[src/rtl/cpu_types_pkg.sv]
// Shared types for the pipeline controller: FSM state encoding, control bundle
// layout and the default statistics counter width.
package cpu_types_pkg;

    localparam int CNT_W_DEF = 16;

    typedef enum logic [1:0] {
        ST_RUN     = 2'd0,
        ST_MEMWAIT = 2'd1,
        ST_DRAIN   = 2'd2,
        ST_HALTED  = 2'd3
    } ctrl_state_e;

    typedef struct packed {
        logic pc_en;
        logic ifid_en;
        logic idex_en;
        logic exmem_en;
        logic memwb_en;
        logic ifid_flush;
        logic idex_flush;
        logic exmem_flush;
    } ctrl_out_t;

    localparam ctrl_out_t CTRL_IDLE      = 8'b00000_000;
    localparam ctrl_out_t CTRL_NORMAL    = 8'b11111_000;
    localparam ctrl_out_t CTRL_REDIRECT  = 8'b11111_110;
    localparam ctrl_out_t CTRL_LOADUSE   = 8'b00111_010;
    localparam ctrl_out_t CTRL_FETCHMISS = 8'b01111_100;
    localparam ctrl_out_t CTRL_DRAIN     = 8'b00001_111;

endpackage

[src/rtl/sat_counter.sv]
// Next-value logic for a saturating up-counter; the register itself lives in
// the instantiating module so all controller state shares one process.
module sat_counter #(
    parameter int W = 16
) (
    input  logic [W-1:0] cnt,
    input  logic         inc,
    output logic [W-1:0] cnt_nxt
);

    // Increment by one unless already at all-ones.
    always_comb begin
        cnt_nxt = cnt;
        if (inc && (cnt != {W{1'b1}})) begin
            cnt_nxt = cnt + {{(W-1){1'b0}}, 1'b1};
        end else begin
            cnt_nxt = cnt;
        end
    end

endmodule

[src/rtl/pipeline_ctrl.sv]
// Pipeline stall/flush controller: arbitrates memory freeze, redirects,
// load-use and fetch-miss stalls, drains on HALT and keeps saturating stats.
module pipeline_ctrl
    import cpu_types_pkg::*;
#(
    parameter int CNT_W = CNT_W_DEF
) (
    input  logic             CLK,
    input  logic             nRST,
    input  logic             ihit,
    input  logic             dmem_req,
    input  logic             dhit,
    input  logic             lw_nop,
    input  logic             jmp_flush,
    input  logic             brch_flush,
    input  logic             halt_in,
    output logic             pc_en,
    output logic             ifid_en,
    output logic             idex_en,
    output logic             exmem_en,
    output logic             memwb_en,
    output logic             ifid_flush,
    output logic             idex_flush,
    output logic             exmem_flush,
    output logic             halt_out,
    output logic [CNT_W-1:0] stall_cnt,
    output logic [CNT_W-1:0] flush_cnt
);

    ctrl_state_e      state_r;
    ctrl_state_e      state_nxt_s;
    ctrl_out_t        ctrl_s;
    logic             frozen_s;
    logic             redirect_s;
    logic             redirect_srv_s;
    logic             stall_inc_s;
    logic             halt_out_r;
    logic [CNT_W-1:0] stall_cnt_r;
    logic [CNT_W-1:0] flush_cnt_r;
    logic [CNT_W-1:0] stall_nxt_s;
    logic [CNT_W-1:0] flush_nxt_s;

    assign frozen_s   = dmem_req & ~dhit;
    assign redirect_s = jmp_flush | brch_flush;

    // Next-state and control decode; HALT outranks redirects since it is the oldest instruction.
    always_comb begin
        ctrl_s         = CTRL_IDLE;
        state_nxt_s    = state_r;
        redirect_srv_s = 1'b0;
        case (state_r)
            ST_RUN, ST_MEMWAIT: begin
                if (frozen_s) begin
                    ctrl_s      = CTRL_IDLE;
                    state_nxt_s = halt_in ? ST_DRAIN : ST_MEMWAIT;
                end else if (halt_in) begin
                    ctrl_s      = CTRL_DRAIN;
                    state_nxt_s = ST_DRAIN;
                end else begin
                    state_nxt_s = ST_RUN;
                    if (redirect_s) begin
                        ctrl_s         = CTRL_REDIRECT;
                        redirect_srv_s = 1'b1;
                    end else if (lw_nop) begin
                        ctrl_s = CTRL_LOADUSE;
                    end else if (!ihit) begin
                        ctrl_s = CTRL_FETCHMISS;
                    end else begin
                        ctrl_s = CTRL_NORMAL;
                    end
                end
            end
            ST_DRAIN: begin
                if (frozen_s) begin
                    ctrl_s      = CTRL_IDLE;
                    state_nxt_s = ST_DRAIN;
                end else begin
                    ctrl_s      = CTRL_DRAIN;
                    state_nxt_s = ST_HALTED;
                end
            end
            ST_HALTED: begin
                ctrl_s      = CTRL_IDLE;
                state_nxt_s = ST_HALTED;
            end
            default: begin
                ctrl_s      = CTRL_IDLE;
                state_nxt_s = ST_RUN;
            end
        endcase
    end

    assign stall_inc_s = (state_r != ST_HALTED) & ~ctrl_s.pc_en;

    sat_counter #(.W(CNT_W)) u_stall_cnt (
        .cnt     (stall_cnt_r),
        .inc     (stall_inc_s),
        .cnt_nxt (stall_nxt_s)
    );

    sat_counter #(.W(CNT_W)) u_flush_cnt (
        .cnt     (flush_cnt_r),
        .inc     (redirect_srv_s),
        .cnt_nxt (flush_nxt_s)
    );

    // State, halt indication and statistics registers.
    always_ff @(posedge CLK or negedge nRST) begin
        if (!nRST) begin
            state_r     <= ST_RUN;
            halt_out_r  <= 1'b0;
            stall_cnt_r <= {CNT_W{1'b0}};
            flush_cnt_r <= {CNT_W{1'b0}};
        end else begin
            state_r     <= state_nxt_s;
            halt_out_r  <= (state_r == ST_HALTED);
            stall_cnt_r <= stall_nxt_s;
            flush_cnt_r <= flush_nxt_s;
        end
    end

    // Enables and flushes are forced low for as long as reset is held.
    assign pc_en       = ctrl_s.pc_en       & nRST;
    assign ifid_en     = ctrl_s.ifid_en     & nRST;
    assign idex_en     = ctrl_s.idex_en     & nRST;
    assign exmem_en    = ctrl_s.exmem_en    & nRST;
    assign memwb_en    = ctrl_s.memwb_en    & nRST;
    assign ifid_flush  = ctrl_s.ifid_flush  & nRST;
    assign idex_flush  = ctrl_s.idex_flush  & nRST;
    assign exmem_flush = ctrl_s.exmem_flush & nRST;

    assign halt_out  = halt_out_r;
    assign stall_cnt = stall_cnt_r;
    assign flush_cnt = flush_cnt_r;

endmodule

[config.mk]
export PLATFORM = sky130hd
export DESIGN_NAME = pipeline_ctrl
export DESIGN_NICKNAME = d
export VERILOG_FILES = /design/src/rtl/cpu_types_pkg.sv /design/src/rtl/sat_counter.sv /design/src/rtl/pipeline_ctrl.sv
export SDC_FILE = /design/constraint.sdc
export NUM_CORES = 1
export LEC_CHECK = 0
export ABC_AREA = 1
export CAP_MARGIN = 20
export CORE_MARGIN = 1
export CORE_UTILIZATION = 51
export DETAILED_ROUTE_END_ITERATION = 8
export GPL_TIMING_DRIVEN = 0
export PLACE_DENSITY = 0.88
export SYNTH_ARGS = -nofsm -noshare
export SYNTH_HDL_FRONTEND = slang
export SYNTH_SLANG_ARGS = --single-unit
[constraint.sdc]
create_clock -name CLK -period 1.84 [get_ports CLK]
set_input_delay 0.368 -clock CLK [delete_from_list [all_inputs] [get_ports CLK]]
set_output_delay 0.368 -clock CLK [all_outputs]
set_load 0.02 [all_outputs]
-- Yosys cells after proc, flatten, opt, wreduce, memory -nomap -nowiden
Index checks and enable logic that the tools add are counted.
- multiplexer cells: 16
- eq/ne operators: 6
- add/subtract/negate cells: 2
- bitwise operators: 13
- reductions and logical operators: 4
- operators by type and width (kind ; number):
    $mux W8 ; 5
    $add A16 B1 Y16 const B ; 2
    $ne A16 B16 Y1 const B ; 2
    $pmux W8 S3 ; 1
    $and A1 B1 Y1 ; 10
    $mux W2 ; 3
    $pmux W2 S3 ; 1
    $mux W1 ; 5
    $eq A2 B2 Y1 const B ; 2
    $mux W4 ; 1
    $eq A2 B1 Y1 const B ; 1
    $logic_and A1 B1 Y1 ; 2
    $logic_not A2 Y1 ; 1
    $ne A2 B2 Y1 const B ; 1
    $not A1 Y1 ; 2
    $reduce_or A2 Y1 ; 1
    $or A1 B1 Y1 ; 1
- flip-flop bits (word level): 35
- input bits: 9
- logic and storage cells: 45
- output and inout port bits: 41

-- Longest topological paths before layout
Gate-level depths: netlist of run 1.
- word-level depth: 9
- mapped depth: 10
- gate-level depth less buffers: 10

-- Hierarchy
From an unflattened synthesis of run 1, not the netlist that was laid out.
- cells, all modules: 320
- area total of the unflattened synthesis: 2361.0 um^2
- modules (own cells, without submodules) (module ; cells each ; seq. area each (um^2) ; instances ; area each (um^2)):
    sat_counter ; 124 ; 0.0 ; 2 ; 659.4
    pipeline_ctrl ; 72 ; 875.8 ; 1 ; 1042.2

-- Worst setup path before layout of run 1
No wires, ideal clock.
- path kind: flip-flop to output port
- start point: register state_r[1]
- end point: output ifid_en
- data required time: 1.472 ns
- arrival: 1.284 ns
- buffers on the path: 0
- path slack: 0.188 ns
- stages on the path, launching flop included: 5
- cell sequence: dfrtp_1 -> nor2_4 -> nand2_4 -> nor2_1 -> o21a_1
- longest elaborated chain between the ends: 4
- elaborated cells between the ends (all ways): 7
- those cells by class: 3 x eq/ne; 1 x mux; 1 x bitwise; 2 x reduce/logical
- RTL lines (what ; RTL line ; source):
    start: declaration ; pipeline_ctrl.sv:30 ; ctrl_state_e state_r;
    start signal: assignment ; pipeline_ctrl.sv:115 ; state_r <= state_nxt_s;
    $eq A2 B1 Y1 or $logic_not A2 Y1 (tied branches) ; pipeline_ctrl.sv:51 ; case (state_r)
    $reduce_or A2 Y1 ; pipeline_ctrl.sv:51 ;
    $pmux W8 S3 (*) ; pipeline_ctrl.sv:51 ;
    $and A1 B1 Y1 (*) ; pipeline_ctrl.sv:124 ; assign ifid_en = ctrl_s.ifid_en & nRST;
    end: declaration ; pipeline_ctrl.sv:18 ; output logic ifid_en,
Every way passes the cells marked *; elsewhere a longest branch is shown, timed or not.

-- Final worst setup path of run 1
- start point: input jmp_flush
- end point: output ifid_flush
- longest elaborated chain between the ends: 6
- RTL lines (what ; RTL line ; source):
    start: declaration ; pipeline_ctrl.sv:14 ; input logic jmp_flush,
    $or A1 B1 Y1 ; pipeline_ctrl.sv:44 ; assign redirect_s = jmp_flush | brch_flush;
    $mux W8 ; pipeline_ctrl.sv:61 ; if (redirect_s) begin
    $mux W8 ; pipeline_ctrl.sv:56 ; end else if (halt_in) begin
    $mux W8 ; pipeline_ctrl.sv:53 ; if (frozen_s) begin
    $pmux W8 S3 ; pipeline_ctrl.sv:51 ;
    $and A1 B1 Y1 ; pipeline_ctrl.sv:128 ; assign ifid_flush = ctrl_s.ifid_flush & nRST;
    end: declaration ; pipeline_ctrl.sv:22 ; output logic ifid_flush,
No other way between the ends.

==> results of run 1 <==
-- timing repair --
| item | CTS | global route |
|---|---|---|
| hold buffers | 0 | 1 |
| endpoints found under the hold margin | 0 | 35 |
| resized for setup | 37 | 9 |
| endpoints found under the setup margin | 8 | 6 |
| pin swaps | 2 | 4 |
| setup buffers | 2 | 1 |
-- power breakdown --
group / internal (mW) / leakage (nW) / switching, mW
clock network: 0.259 / 0.0477 / 0.281
registers: 0.785 / 0.443 / 0.0241
logic: 0.0761 / 0.953 / 0.100
-- worst reg2reg max path, cell delays in order, from the launching register on --
cell	delay (ns)
dfrtp_1	0.43
ha_1	0.25
nand3_2	0.10
clkinv_1	0.08
nand2_2	0.14
nor2_1	0.08
nor2_2	0.22
buf_6	0.21
nand2_2	0.07
nand2_2	0.05
-- worst max path at each step --
stage	start	endpoint	slack, ns	depth (start not counted)
final	jmp_flush	ifid_flush	0.04	5
after global routing	jmp_flush	ifid_flush	0.009	5
after CTS	dhit	ifid_en	0.01	7
after detailed placement	nRST	ifid_en	-0.72	5
after global placement	nRST	ifid_flush	-1.78	4
after floorplan	state_r[1]$_DFF_PN0_	ifid_en	0.19	4
-- sequential cells by signal, indices dropped and copies added (netlist names) --
name       flops
state_r        2
flush_cnt     16
stall_cnt     16
halt_out       1
-- cells in the mapped netlist (all sizes together) --
| library cell | number |
|---|---|
| a31oi | 2 |
| buf | 5 |
| clkinv | 1 |
| dfrtp | 35 |
| ha | 2 |
| inv | 34 |
| nand2 | 149 |
| nand3 | 17 |
| nand3b | 1 |
| nand4 | 8 |
| nor2 | 42 |
| o21a | 1 |
| o21ai | 15 |
| xnor2 | 4 |
| xor2 | 9 |
-- layer usage --
layer / wire [um] / vias to the layer above / GRT usage [%]
met5: 0 / - / 0
met4: 47 / 0 / 8.163
met3: 241 / 6 / 5.523
met2: 2781 / 55 / 42.18
met1: 2183 / 1042 / 25.17
li1: - / 1122 / -
-- logic make-up (layout without fill, tap and decap cells) --
kind of cell | count (synthesis) | after routing | synth area share [%]
and+or+nand+nor | 217 | 217 | 42.55
buffers and inverters | 40 | 101 | 7.937
DFF | 35 | 35 | 37.80
AOI/OAI and AO/OA | 18 | 18 | 5.724
xor gates and xnor gates | 13 | 13 | 4.914
adders and majority gates | 2 | 2 | 1.080
-- metrics by stage --
stage                     setup WS, ns  utilization [%]  power, mW  setup TNS [ns]
after floorplan                 0.1883                -     0.9060               0
after global placement          -1.779            65.98     0.9858          -28.87
after detailed placement       -0.7175            65.86     0.9887          -6.475
after CTS                      0.01128            67.70      1.543               0
after global routing          0.009155            69.02      1.599               0
final                          0.04170            69.02      1.526               0
-- final cells by class --
type,count,share of cell area (%)
inverters,35,4.371
clock inverters,3,0.4996
multi-input cells,250,42.67
clock buffers,5,2.290
well taps,52,2.165
flip-flops and latches,35,29.14
plain buffers,5,1.749
repair buffers,53,17.11
==> impl_metrics.yaml, run 1 <==
floorplan:
  die_y_um: 69.41
  initial_core_util_pct: 53.22
  die_area_um2: 4817
  rows: 24
  ios: 50
  coreArea_um2: 4354
  die_w_um: 69.41
route:
  first_pass_iters: 4
  route.vias.total: 2225
  dr.first_iter.drc_count: 81
  routed_wl_mm: 5.253
  via_per_inst: 5.080
  routedWlPerCell_um: 11.99
  antenna_left: 0
  drc: 0
sta:
  skew_ns: 0.006990
  fin_hold_ws_ns: 0.03559
  min_period_ns: 1.798
  min_period_over_period_pct: 97.73
  tightest_slew_ns: 0.3994
  slew-limit-headroom_pct: 73.27
  drv_slew: 0
  rsz0062_at_grt: "no"
  finalSetupViolations: 0
  hold_viol: 0
  max_freq_ghz: 0.5561
global_routing:
  grtUsageTotal_pct: 22.82
  grt-ovfl-total: 0
  grt_pass1_wl_mm: 8.859
  grt_max_degree: 38
  grt_pass1_vias: 2148
  antenna_found_initial: 0
critical_path:
  required_ns: 1.47
  cp_cell_sequence: "clkdlybuf4s50_1 > nor2_4 > buf_4 > a31oi_1 > buf_4"
  cpMostUsedCell: "buf_4"
  regToRegEndpoint: "flush_cnt[10]$_DFFE_PN0P_"
  reg2reg_depth: 9
  critical_path.top_delay_family: "buffers and inverters"
  r2r-start: "flush_cnt[0]$_DFFE_PN0P_"
  crit_arrival_ns: 1.43
  crit_slowest_cell: "clkdlybuf4s50_1"
  startpoint_type: "input pin"
  rrSetupSlack_ns: 0.16
  cp_num_buf_inv: 3
  max_stage_delay_ns: 0.45
  end_kind: "output port"
  criticalPathCategory: "input pin to output port"
  crit_fanout: 4
synth:
  syn_area_um2: 2317
  ys_seq_area_share_pct: 37.80
  synth_top_cell_area_share_pct: 37.80
  postSynthCellCount: 325
  synthTopCellsByArea: "dfrtp_1, nand2_1, nor2_1"
  synth_warnings: 0
  syn-num-nets: 336
  synth_cell_types: 26
  ys_ff_latch: 35
  synth_top_area_cell: "dfrtp_1"
  syn_avg_cell_area_um2: 7.130
placed_design:
  dp_hpwl_mm: 3.835
  globalplace.congestion: 0.8196
  dp_cells: 426
  port_buffers: 49
  placed_area_um2: 2868
clocking:
  cts_made_buffers: 5
  cts-htree-levels: 2
  tritoncts: "yes"
  cts_sinks: 35
  clkTransAtPathRegs_ns: 0.08
  clk_latency_ns: 0.29
  clockRootBuffer: "clkbuf_8"
  clock_path_buffers: 2
power_and_ir_drop:
  leakage_nw: 1.443
  ir_drop_mv: 0.3397
  p_per_area_nw_per_um2: 507.7
final_layout:
  diodes: 0
  final-seq-area_um2: 875.8
  final_cell_mix: "nand2_1, clkdlybuf4s50_1, dfrtp_1, nor2_1, inv_1"
  fin_nets: 396
  fin_area_um2: 3005
  final_common_cell: "nand2_1"
  layout-drive-gt1-share_pct: 18.13
  area.growth.synth_to_final_pct: 29.70
  fillers: 372
  multi_input_area_um2: 1282
  final_cells: 438
run:
  max-cap-violations: 0
min_path:
  hp-class: "input pin to async pin"
outcome:
  status: "finished clean"
(Power assumes the default switching activity.)
==> run 2, diff against run 1 <==
- SYNTH_HIERARCHICAL: not set -> 1
==> impl_metrics.yaml, run 2 <==
clocking:
  clkTransAtPathRegs_ns: 0.07
  clk_latency_ns: 0.28
  tritoncts: "yes"
  hold_buffers: 0
  cts_made_buffers: 5
  clockRootBuffer: "clkbuf_8"
  cts-htree-levels: 2
  clock_path_buffers: 2
  cts_sinks: 35
route:
  drc: 0
  route.vias.total: 2244
  first_pass_iters: 4
  routed_wl_mm: 5.341
  routedWlPerCell_um: 12.39
  antenna_left: 0
  via_per_inst: 5.206
  dr.first_iter.drc_count: 173
final_layout:
  area.growth.synth_to_final_pct: 29.41
  fin_nets: 391
  post-route-util_pct: 69.22
  fillers: 357
  multi_input_area_um2: 1381
  layout-drive-gt1-share_pct: 19.53
  final_common_cell: "nand2_1"
  final_cell_mix: "nand2_1, clkdlybuf4s50_1, inv_1, dfrtp_1, nor2_1"
  final_cells: 431
  diodes: 0
  final-seq-area_um2: 875.8
floorplan:
  die_y_um: 70.04
  coreArea_um2: 4414
  die_w_um: 70.04
  rows: 24
  initial_core_util_pct: 53.49
  ios: 50
  die_area_um2: 4906
outcome:
  status: "finished clean"
min_path:
  hp-class: "input pin to async pin"
sta:
  fin_hold_ws_ns: 0.04637
  finalSetupViolations: 0
  skew_ns: 0.01239
  slew-limit-headroom_pct: 67.93
  tightest_slew_ns: 0.4811
  max_freq_ghz: 0.5463
  hold_viol: 0
  tns_ns: 0
  setup_slack_ns: 0.009448
  drv_slew: 0
  min_period_ns: 1.831
  min_period_over_period_pct: 99.49
  rsz0062_at_grt: "yes"
synth:
  syn_area_um2: 2361
  synth_most_common_cell: "nand2_1"
  synth_cell_types: 25
  postSynthCellCount: 320
  synth_warnings: 6
  synthTopCellsByCount: "nand2_1, inv_1, dfrtp_1, nor2_1, o21ai_1"
  synth_top_area_cell: "dfrtp_1"
  synth_top_flop_cell: "dfrtp_1"
  syn_avg_cell_area_um2: 7.378
  async_flop_share_pct: 100.0
  synth_edf_count: 0
  synthTopCellsByArea: "dfrtp_1, nand2_1, inv_1"
  syn-num-nets: 331
  ys_ff_latch: 35
  synth_top_cell_area_share_pct: 37.10
  ys_seq_area_share_pct: 37.10
run:
  max-cap-violations: 0
global_routing:
  grtUsageTotal_pct: 22.54
  grt-ovfl-total: 0
  antenna_found_initial: 0
  grt_pass1_vias: 2101
  grt_pass1_wl_mm: 9.004
  grt_max_degree: 38
placed_design:
  globalplace.congestion: 0.8384
  pre_cts_slack_ns: -0.6996
  dp_cells: 421
  dp_hpwl_mm: 4.018
  port_buffers: 49
critical_path:
  criticalPathCategory: "input pin to output port"
  critical_path.top_delay_family: "buffers and inverters"
  required_ns: 1.47
  cp_num_buf_inv: 3
  crit_arrival_ns: 1.46
  crit_slowest_cell: "clkdlybuf4s50_1"
  end_kind: "output port"
  cpMostUsedCell: "buf_4"
  cp_cell_sequence: "clkdlybuf4s50_1 > nor2_1 > nand2_4 > nor2_2 > buf_4 > buf_4"
  max_stage_delay_ns: 0.42
  crit_fanout: 3
  startpoint_type: "input pin"
power_and_ir_drop:
  ir_drop_mv: 0.5335
  leakage_nw: 1.540
  p_per_area_nw_per_um2: 448.7
-- run 2: cell types whose count changed after synthesis, moves of 3 or more --
cell and delta:
nor2_2 +8, buf_6 -4, xor2_1 -7, nand2_2 -8
o21ai_1 +13, nor2_8 +5, a21oi_1 +3, o21ai_2 -7
nand2_4 +5, nand2_1 -24, nand3b_1 +7, inv_1 +6
-- run 2: worst register-to-register path, cell delays in order, from the launching register on --
cell and delay [ns]:
dfrtp_1 0.41, nor2_1 0.25, nand2_4 0.11, nor2_4 0.16, inv_2 0.08, nor2_4 0.12, nand2_1 0.09, clkinv_1 0.07
nand2_2 0.08, o21ai_2 0.13, nand2_1 0.07
-- run 2: layout make-up --
type / count / area share, %
Tap cell: 52 / 2.129
Multi-Input combinational cell: 240 / 45.21
Inverter: 44 / 5.405
Clock buffer: 6 / 2.375
Timing Repair Buffer: 53 / 15.97
Sequential cell: 35 / 28.67
Buffer: 1 / 0.2457
-- run 2: metal layers --
layer | track usage, % | vias up | wire, um
met4 | 6.444 | 0 | 37
met2 | 39.21 | 71 | 2655
met5 | 0 | - | 0
met1 | 28.08 | 1051 | 2360
met3 | 4.762 | 4 | 288
li1 | - | 1118 | -
-- run 2: power breakdown --
part	switching, mW	internal [mW]
combinational	0.0523	0.0368
clock	0.244	0.252
sequential	0.00922	0.776
-- run 2: stage by stage --
stage                     power (mW)  instance area (um2)
after floorplan               0.8316                 2361
after global placement        0.8840                 2917
after detailed placement      0.8840                 2912
after CTS                      1.384                 3005
after global routing           1.426                 3055
final                          1.371                 3055
-- run 2: cells by family after synthesis --
| kind of cell | after synthesis | synth area share (%) |
|---|---|---|
| DFF | 35 | 37.10 |
| buffers and inverters | 45 | 7.313 |
| adders and majority gates | 2 | 1.060 |
| and+or+nand+nor | 205 | 46.37 |
| xor gates and xnor gates | 6 | 2.226 |
| AOI/OAI and AO/OA | 27 | 5.935 |
-- run 2: timing repair --
action,4_1_cts,5_1_grt
gates cloned,0,0
pin swaps,1,2
setup buffers,2,2
setup endpoints to repair,23,14
gates resized for setup,38,15
-- run 2: path summary, 6_finish.rpt --
kind / from / to / slack (ns) / cells past startpoint
worst min-delay path: nRST / flush_cnt[4]$_DFF_PN0_ / 0.05 / 1
worst min register to register: stall_cnt[1]$_DFF_PN0_ / stall_cnt[1]$_DFF_PN0_ / 0.53 / 2
min in group CLK: stall_cnt[1]$_DFF_PN0_ / stall_cnt[1]$_DFF_PN0_ / 0.53 / 2
worst max-delay path: halt_in / idex_en / 0.009 / 6
max in group asynchronous: nRST / stall_cnt[5]$_DFF_PN0_ / 1.45 / 1
worst max register to register: state_r[1]$_DFF_PN0_ / flush_cnt[10]$_DFF_PN0_ / 0.15 / 10
